### config.mk
export PLATFORM = sky130hd
export DESIGN_NAME = program_sequencer
export DESIGN_NICKNAME = d
export VERILOG_FILES = /design/src/rtl/picomips_pkg.sv /design/src/rtl/return_stack.sv /design/src/rtl/program_sequencer.sv
export SDC_FILE = /design/constraint.sdc
export NUM_CORES = 1
export LEC_CHECK = 0
export BUFFER_PORTS_ARGS = -buffer_cell sky130_fd_sc_hd__buf_4
export CAP_MARGIN = 20
export CORE_ASPECT_RATIO = 2
export CORE_MARGIN = 2
export CORE_UTILIZATION = 40
export CTS_CLUSTER_SIZE = 10
export DETAILED_ROUTE_END_ITERATION = 8
export PLACE_DENSITY = 0.58
export SLEW_MARGIN = 20
export SYNTH_ARGS = -nofsm -noshare
export SYNTH_HDL_FRONTEND = slang
export SYNTH_SLANG_ARGS = --single-unit
### constraint.sdc
create_clock -name clk -period 2.2 [get_ports clk]
set_clock_uncertainty 0.1 [all_clocks]
set_input_delay 0.11 -clock clk [delete_from_list [all_inputs] [get_ports clk]]
set_output_delay 0.11 -clock clk [all_outputs]
set_load 0.02 [all_outputs]
### src/rtl/picomips_pkg.sv
// Shared types and constants for the picoMIPS program-address path.
package picomips_pkg;

    localparam int unsigned PC_WIDTH_DEFAULT = 8;

    typedef enum logic [2:0] {
        OP_HOLD,
        OP_INC,
        OP_REL,
        OP_ABS,
        OP_CALL,
        OP_RET
    } pc_op_t;

    // Raw sequencing requests, highest priority in the MSB.
    typedef struct packed {
        logic ret;
        logic call;
        logic branch_abs;
        logic branch_rel;
        logic pc_inc;
    } pc_req_t;

endpackage

### src/rtl/return_stack.sv
// LIFO of return addresses; the top entry is readable in the cycle right after a push.
module return_stack #(
    parameter int unsigned W = 8,
    parameter int unsigned D = 4
) (
    input  logic                     clk,
    input  logic                     n_reset,
    input  logic                     push,
    input  logic                     pop,
    input  logic [W-1:0]             push_data,
    output logic [W-1:0]             top,
    output logic [$clog2(D+1)-1:0]   level,
    output logic                     full,
    output logic                     empty
);

    localparam int unsigned LW = $clog2(D + 1);
    localparam int unsigned IW = (D > 1) ? $clog2(D) : 1;

    logic [W-1:0]  mem [D];
    logic [LW-1:0] level_q;

    assign full  = (level_q == LW'(D));
    assign empty = (level_q == '0);
    assign level = level_q;
    assign top   = empty ? '0 : mem[IW'(level_q - LW'(1))];

    // Entry storage needs no reset; only the level defines validity.
    always_ff @(posedge clk) begin
        if (push && !full) begin
            mem[IW'(level_q)] <= push_data;
        end
    end

    always_ff @(posedge clk or negedge n_reset) begin
        if (!n_reset) begin
            level_q <= '0;
        end else if (push && !full) begin
            level_q <= level_q + LW'(1);
        end else if (pop && !empty) begin
            level_q <= level_q - LW'(1);
        end
    end

endmodule

### src/rtl/program_sequencer.sv
// Program counter with prioritized inc/branch/jump/call/return and a return-address stack.
module program_sequencer
    import picomips_pkg::*;
#(
    parameter int unsigned                   program_code_size = PC_WIDTH_DEFAULT,
    parameter int unsigned                   stack_depth       = 4,
    parameter logic [program_code_size-1:0]  reset_vector      = '0
) (
    input  logic                                 clk,
    input  logic                                 n_reset,
    input  logic                                 pc_inc,
    input  logic                                 branch_rel,
    input  logic                                 branch_abs,
    input  logic                                 call,
    input  logic                                 ret,
    input  logic [program_code_size-1:0]         branch_offset,
    input  logic [program_code_size-1:0]         branch_target,
    output logic [program_code_size-1:0]         pc_out,
    output logic [$clog2(stack_depth+1)-1:0]     stack_level,
    output logic                                 stack_overflow,
    output logic                                 stack_underflow
);

    localparam int unsigned W = program_code_size;

    pc_req_t      req;
    pc_op_t       op;
    logic [W-1:0] pc_q;
    logic [W-1:0] pc_d;
    logic [W-1:0] stack_top;
    logic [W-1:0] pc_plus_one;
    logic         stack_full;
    logic         stack_empty;
    logic         push;
    logic         pop;
    logic         overflow_q;
    logic         underflow_q;

    assign req         = {ret, call, branch_abs, branch_rel, pc_inc};
    assign pc_plus_one = pc_q + W'(1);

    // Fixed-priority decode; losing requests are simply dropped.
    always_comb begin
        op = OP_HOLD;
        if (req.ret) begin
            op = OP_RET;
        end else if (req.call) begin
            op = OP_CALL;
        end else if (req.branch_abs) begin
            op = OP_ABS;
        end else if (req.branch_rel) begin
            op = OP_REL;
        end else if (req.pc_inc) begin
            op = OP_INC;
        end
    end

    // Modulo-2^W arithmetic makes the W-bit add equal to a sign-extended offset add.
    always_comb begin
        pc_d = pc_q;
        push = 1'b0;
        pop  = 1'b0;
        case (op)
            OP_INC:  pc_d = pc_plus_one;
            OP_REL:  pc_d = pc_q + branch_offset;
            OP_ABS:  pc_d = branch_target;
            OP_CALL: begin
                pc_d = branch_target;
                push = !stack_full;
            end
            OP_RET: begin
                if (!stack_empty) begin
                    pc_d = stack_top;
                    pop  = 1'b1;
                end
            end
            default: pc_d = pc_q;
        endcase
    end

    always_ff @(posedge clk or negedge n_reset) begin
        if (!n_reset) begin
            pc_q        <= reset_vector;
            overflow_q  <= 1'b0;
            underflow_q <= 1'b0;
        end else begin
            pc_q        <= pc_d;
            overflow_q  <= overflow_q  | ((op == OP_CALL) && stack_full);
            underflow_q <= underflow_q | ((op == OP_RET) && stack_empty);
        end
    end

    return_stack #(
        .W (W),
        .D (stack_depth)
    ) u_return_stack (
        .clk       (clk),
        .n_reset   (n_reset),
        .push      (push),
        .pop       (pop),
        .push_data (pc_plus_one),
        .top       (stack_top),
        .level     (stack_level),
        .full      (stack_full),
        .empty     (stack_empty)
    );

    assign pc_out          = pc_q;
    assign stack_overflow  = overflow_q;
    assign stack_underflow = underflow_q;

endmodule
# --- Word-level counts from Yosys, hierarchy flattened ---
# Memories as Yosys holds them, arrays and structs flattened.
# Cells that the tools add are included.
op_classes:
  addsub: 4
  n_mul: 0
  n_div: 0
  n_lt_le_gt_ge: 0
  n_eq_ne: 7
  shift: 0
  n_mux: 14
  bitwise_logic: 2
  reduce_logical: 11
ops:
  columns: ["cell", "count"]
  rows:
  - ["one-hot mux 8 bit (4 select lines)", 1]
  - ["2-to-1 mux 3 bit", 4]
  - ["== test 3 bit, second input constant", 3]
  - ["adder 8 x 1 -> 8 bit, second input constant", 1]
  - ["adder 8 bit", 1]
  - ["2-to-1 mux 8 bit", 1]
  - ["== test 3 x 2 -> 1 bit, second input constant", 2]
  - ["2-to-1 mux 1 bit", 6]
  - ["logical AND 1 bit", 4]
  - ["2-to-1 mux 2 bit", 2]
  - ["nonzero test 4 bit", 1]
  - ["adder 3 x 1 -> 3 bit, second input constant", 1]
  - ["== test 3 x 1 -> 1 bit, second input constant", 1]
  - ["zero test 3 bit", 1]
  - ["subtractor 3 x 1 -> 3 bit, second input constant", 1]
  - ["zero test 1 bit", 2]
  - ["inequality test 2 bit, second input constant", 1]
  - ["OR 1 bit", 2]
  - ["AND reduction 2 bit", 1]
  - ["nonzero test 2 bit", 1]
  - ["OR reduction 2 bit", 1]
totals:
  reg_bits: 13
  latch_bits: 0
  ram_bits: 32
  romBits: 0
  inputBits: 23
  output_inout_bits: 13
  wordCells: 43
  n_memories: 1
memory_table:
  columns: ["memory", "depth", "word_bits", "rd", "rd_clocked_by_memory_dff", "write_ports", "line_no", "text"]
  rows:
  - ["u_return_stack.mem", 4, 8, 1, 0, 1, "return_stack.sv:20", "logic [W-1:0] mem [D];"]

# --- Logic depth before layout (Yosys ltp) ---
depth:
  ltp_word: 10
  depth_mapped: 9
  depth_no_buf: 8

# --- Modules after synthesis ---
# A second synthesis with hierarchy kept.
unflattened:
  hier_cells: 213
  hier_area_um2: 2565.0
by_module_without_submodules:
  columns: ["mod", "instances", "cells_each", "area_each_um2", "seq_area_each_um2"]
  rows:
  - ["return_stack", 1, 81, 1487.7, 1036.0]
  - ["program_sequencer", 1, 132, 1077.3, 250.2]

# --- Worst setup path before layout ---
# No wires, ideal clock.
synth_path:
  path_type: "register to register"
  startpoint: "register u_return_stack.level_q[0] (netlist: u_return_stack.level[0])"
  endpoint: "register u_return_stack.level_q[2] (netlist: u_return_stack.level[2])"
  setup_ns: 0.124
  t_arrival_ns: 2.276
  required_ns: 1.976
  path_slack_ns: -0.300
  path_stages_with_launch: 9
  path_buffers: 1
  period_less_slack_ns: 2.500
  cell_sequence: "dfrtp_1 buf_2 inv_1 ha_1 ha_1 nor3b_1 and2_1 a22oi_1 o31a_1"
synth_between:
  elab_chain_len: 5
  word_cells_on_any_way: 14
  cone_classes: "2 x add/sub; 1 x eq/ne; 5 x mux; 6 x reduce/logical"
synth_lines:
  columns: ["element", "line_no", "text"]
  rows:
  - ["start, declared", "return_stack.sv:21", "logic [LW-1:0] level_q;"]
  - ["start signal, assigned", "return_stack.sv:39", "level_q <= level_q + LW'(1);"]
  - ["start signal, assigned", "return_stack.sv:41", "level_q <= level_q - LW'(1);"]
  - ["branches (longest 5 deep; another with subtractor 3 x 1 -> 3 bit)", null, null]
# Several ways; the timed one is not identified. The select of a mux whose other input is x is not followed.
# A chain may end at the register's enable or synchronous reset.

# --- Worst setup path after layout ---
layout_path:
  startpoint: "register pc_q[0] (netlist: pc_out[0])"
  endpoint: "register pc_q[6] (netlist: pc_out[6])"
layout_between:
  elab_chain_len: 2
  word_cells_on_any_way: 3
  cone_classes: "2 x add/sub; 1 x mux"
layout_lines:
  columns: ["element", "line_no", "text"]
  rows:
  - ["start, declared", "program_sequencer.sv:28", "logic [W-1:0] pc_q;"]
  - ["start signal, assigned", "program_sequencer.sv:83", "pc_q <= reset_vector;"]
  - ["start signal, assigned", "program_sequencer.sv:87", "pc_q <= pc_d;"]
  - ["adder 8 bit / adder 8 x 1 -> 8 bit (equally long branches)", "program_sequencer.sv:65, program_sequencer.sv:40", null]
  - ["one-hot mux 8 bit (4 select lines) *", "program_sequencer.sv:63", "case (op)"]
# Mark *: on every way between the ends. The rest lies on a longest branch, timed or not.

==> reports/metrics.cfg <==
[hold_path]
hold_path_end = pc_out[4]
hold_path.class = input pin to flop
whs_path_depth = 3
min-delay-start = branch_target[4]

[synth]
synth_top_family_by_area = compound AO/OA/AOI/OAI gates
netlist_area_um2 = 2495
synth_commonest_cells = edfxtp_1, nor2_1, ha_1, a21oi_1, dfrtp_1
syn_avg_cell_area_um2 = 11.99
synth_mux_area_share_pct = 7.222
synthTopCellsByArea = edfxtp_1, dfrtp_1, mux4_2, ha_1, nor2_1
syn_nets = 246
synth_seq_area_share_pct = 51.55
synthFlopType = edfxtp_1
syn_inst = 208
yosysMostFrequentCell = edfxtp_1
synth.distinct_cells = 42
netlist.top_cell.by_area = edfxtp_1
synth_edf_count = 32
synthSimpleGateAreaFrac_pct = 11.23
netlist.area_leader.share_pct = 38.52
synth_fa_ha_area_share_pct = 7.823
postSynth.asyncResetShare_pct = 28.89
synth_compound_area_share_pct = 15.60
synth_warnings = 0
ys_seq_elements = 45
synthXorXnorAreaFrac_pct = 3.159

[sta]
fmax_mhz = 495.2
hold_viol_final = 0
fin_crit_ps = 2019
drv_slew = 0
tns_ps = 0
fin_crit_sh_pct = 91.79
hold-worst-slack_ps = 78.59
setup_viol = 0
rsz0062_at_grt = no
slew_headroom_pct = 69.17
tightest_slew_ps = 458.9

[grt]
grt_usage_pct = 18.49
antenna_found_initial = 0
grt_overflow = 0
grt_pass1_wl_um = 9308
grt_max_degree = 19
grt_pass1_vias = 1843

[place]
gp_congestion = 0.7575
placed_area_um2 = 2848
portBuffers = 35
dp_hpwl_um = 4500

[setup_path]
critPathKind = flop to flop
timing.rr.start = pc_out[0]
r2r_slack_ps = 180
r2r_cells = 8
endpoint_kind = flop
rr_endpoint = pc_out[6]
startpoint_type = flop
path_max_fanout = 3
required_ps = 2310
critical_path_arrival_ps = 2130

[routing]
wl_per_cell_um = 18.51
vias = 1811
wirelength_um = 5831
drc = 0
dr.first_iter.drc_count = 66
dr.pass1.iters = 4
vias_per_cell = 5.749
ant_nets = 0

[cts]
numClockSinks = 45
clkTransAtPathRegs_ps = 60
h-tree-depth = 2
cts_buffer_depth = 2
root_buffer = clkbuf_16
cts_tree = built
clock_latency_ps = 290
cts_made_buffers = 5

[floorplan]
die_area_um2 = 6923
start_util_pct = 41.54
num_rows = 40
ios = 36
die_w_um = 59.85
coreArea_um2 = 6006
fp.dieH_um = 115.7

[pwr]
power.density_nw_per_um2 = 1368
ir_drop_mv = 0.7927
p_leak_uw = 0.001173
power_uw = 4130

[final_layout]
stdcell_area_um2 = 3019
final_core_util_pct = 50.27
register_area_um2 = 1286
drive_above_1_share_pct = 26.19
num_antenna_cells = 0
nNetsFinal = 289
areaGrowthSynthToFinish_pct = 21.01
fillers = 574
multi_input_area_um2 = 1135

[outcome]
status = finished, final reports clean

[job]
maxCapViolCount = 0

==> worst max-delay path by stage <==
stage | startpoint | endpoint | slack (ps) | cells past startpoint
5_1_grt | u_return_stack.level[1] | pc_out[7] | 20 | 7
3_3_place_gp | u_return_stack.level[1] | u_return_stack.level[2] | 160 | 7
2_1_floorplan | u_return_stack.level[0] | u_return_stack.level[2] | 10 | 8
6_report | pc_out[0] | pc_out[6] | 180 | 8
3_5_place_dp | u_return_stack.level[1] | u_return_stack.level[2] | 120 | 7
4_1_cts | u_return_stack.level[1] | u_return_stack.level[2] | 110 | 7
==> sequential cells by signal, summed over array words and instances, names as in the netlist <==
register	count
u_return_stack.level	3
pc_out	8
u_return_stack.mem	32
stack_overflow	1
stack_underflow	1
==> final cells by class <==
type,instances,area share (%)
flip-flops and latches,45,42.60
multi-input cells,145,37.59
repair buffers,43,10.86
clock buffers,7,4.724
well taps,63,2.611
inverters,11,1.368
clock inverters,1,0.2487
==> stage by stage <==
step	setup slack [ps]	cells
finish	180.6	315
global route	24.80	315
floorplan	13.06	208
detailed placement	115.2	305
global placement	160.8	305
CTS	110.4	315
==> critical path: stages, from the launching register on <==
cell,delay (ps)
dfrtp_1,350
ha_1,200
inv_1,60
fa_1,410
nor2b_1,170
o31a_1,210
o2111ai_1,120
o31a_1,150
a31oi_1,160
==> metal layers <==
metal | up-vias | GRT usage [%] | wire length, um
met1 | 878 | 19.23 | 2138
met5 | - | 0 | 0
met4 | 0 | 8.593 | 197
met2 | 49 | 33.91 | 3307
met3 | 13 | 3.683 | 186
li1 | 871 | - | -
==> cell usage in the layout, fill, tap and decap left out, drive strengths merged, types with 4 or more instances in the layout <==
cell and count:
a21oi 13, nor2 22, edfxtp 32, nand2 8, o21ai 9, buf 41
and2 4, ha 14, xor2 5, nor3 5, clkbuf 7, inv 11
xnor2 4, a211oi 8, nand3 4, mux4 8, dfrtp 13, o21a 5
==> cell families (layout without fill, tap and decap cells) <==
family	count (synthesis)	in the layout
mux	8	8
xor+xnor	9	9
fa+ha+maj	15	15
compound gates	57	57
buf+inv	18	62
simple gates	56	56
flops	45	45
==> power breakdown <==
part           total [uW]  internal [uW]  switching (uW)
clock network         758            452             305
logic                1950            875            1080
registers            1420           1260             162
total                4130           2580            1550
==> timing repair <==
item / CTS / global route
endpoints found under the setup margin: 0 / 1
hold buffers: 2 / 0
resized for setup: 0 / 1
endpoints found under the hold margin: 14 / 0
setup buffers: 0 / 0
(Power assumes the default switching activity.)
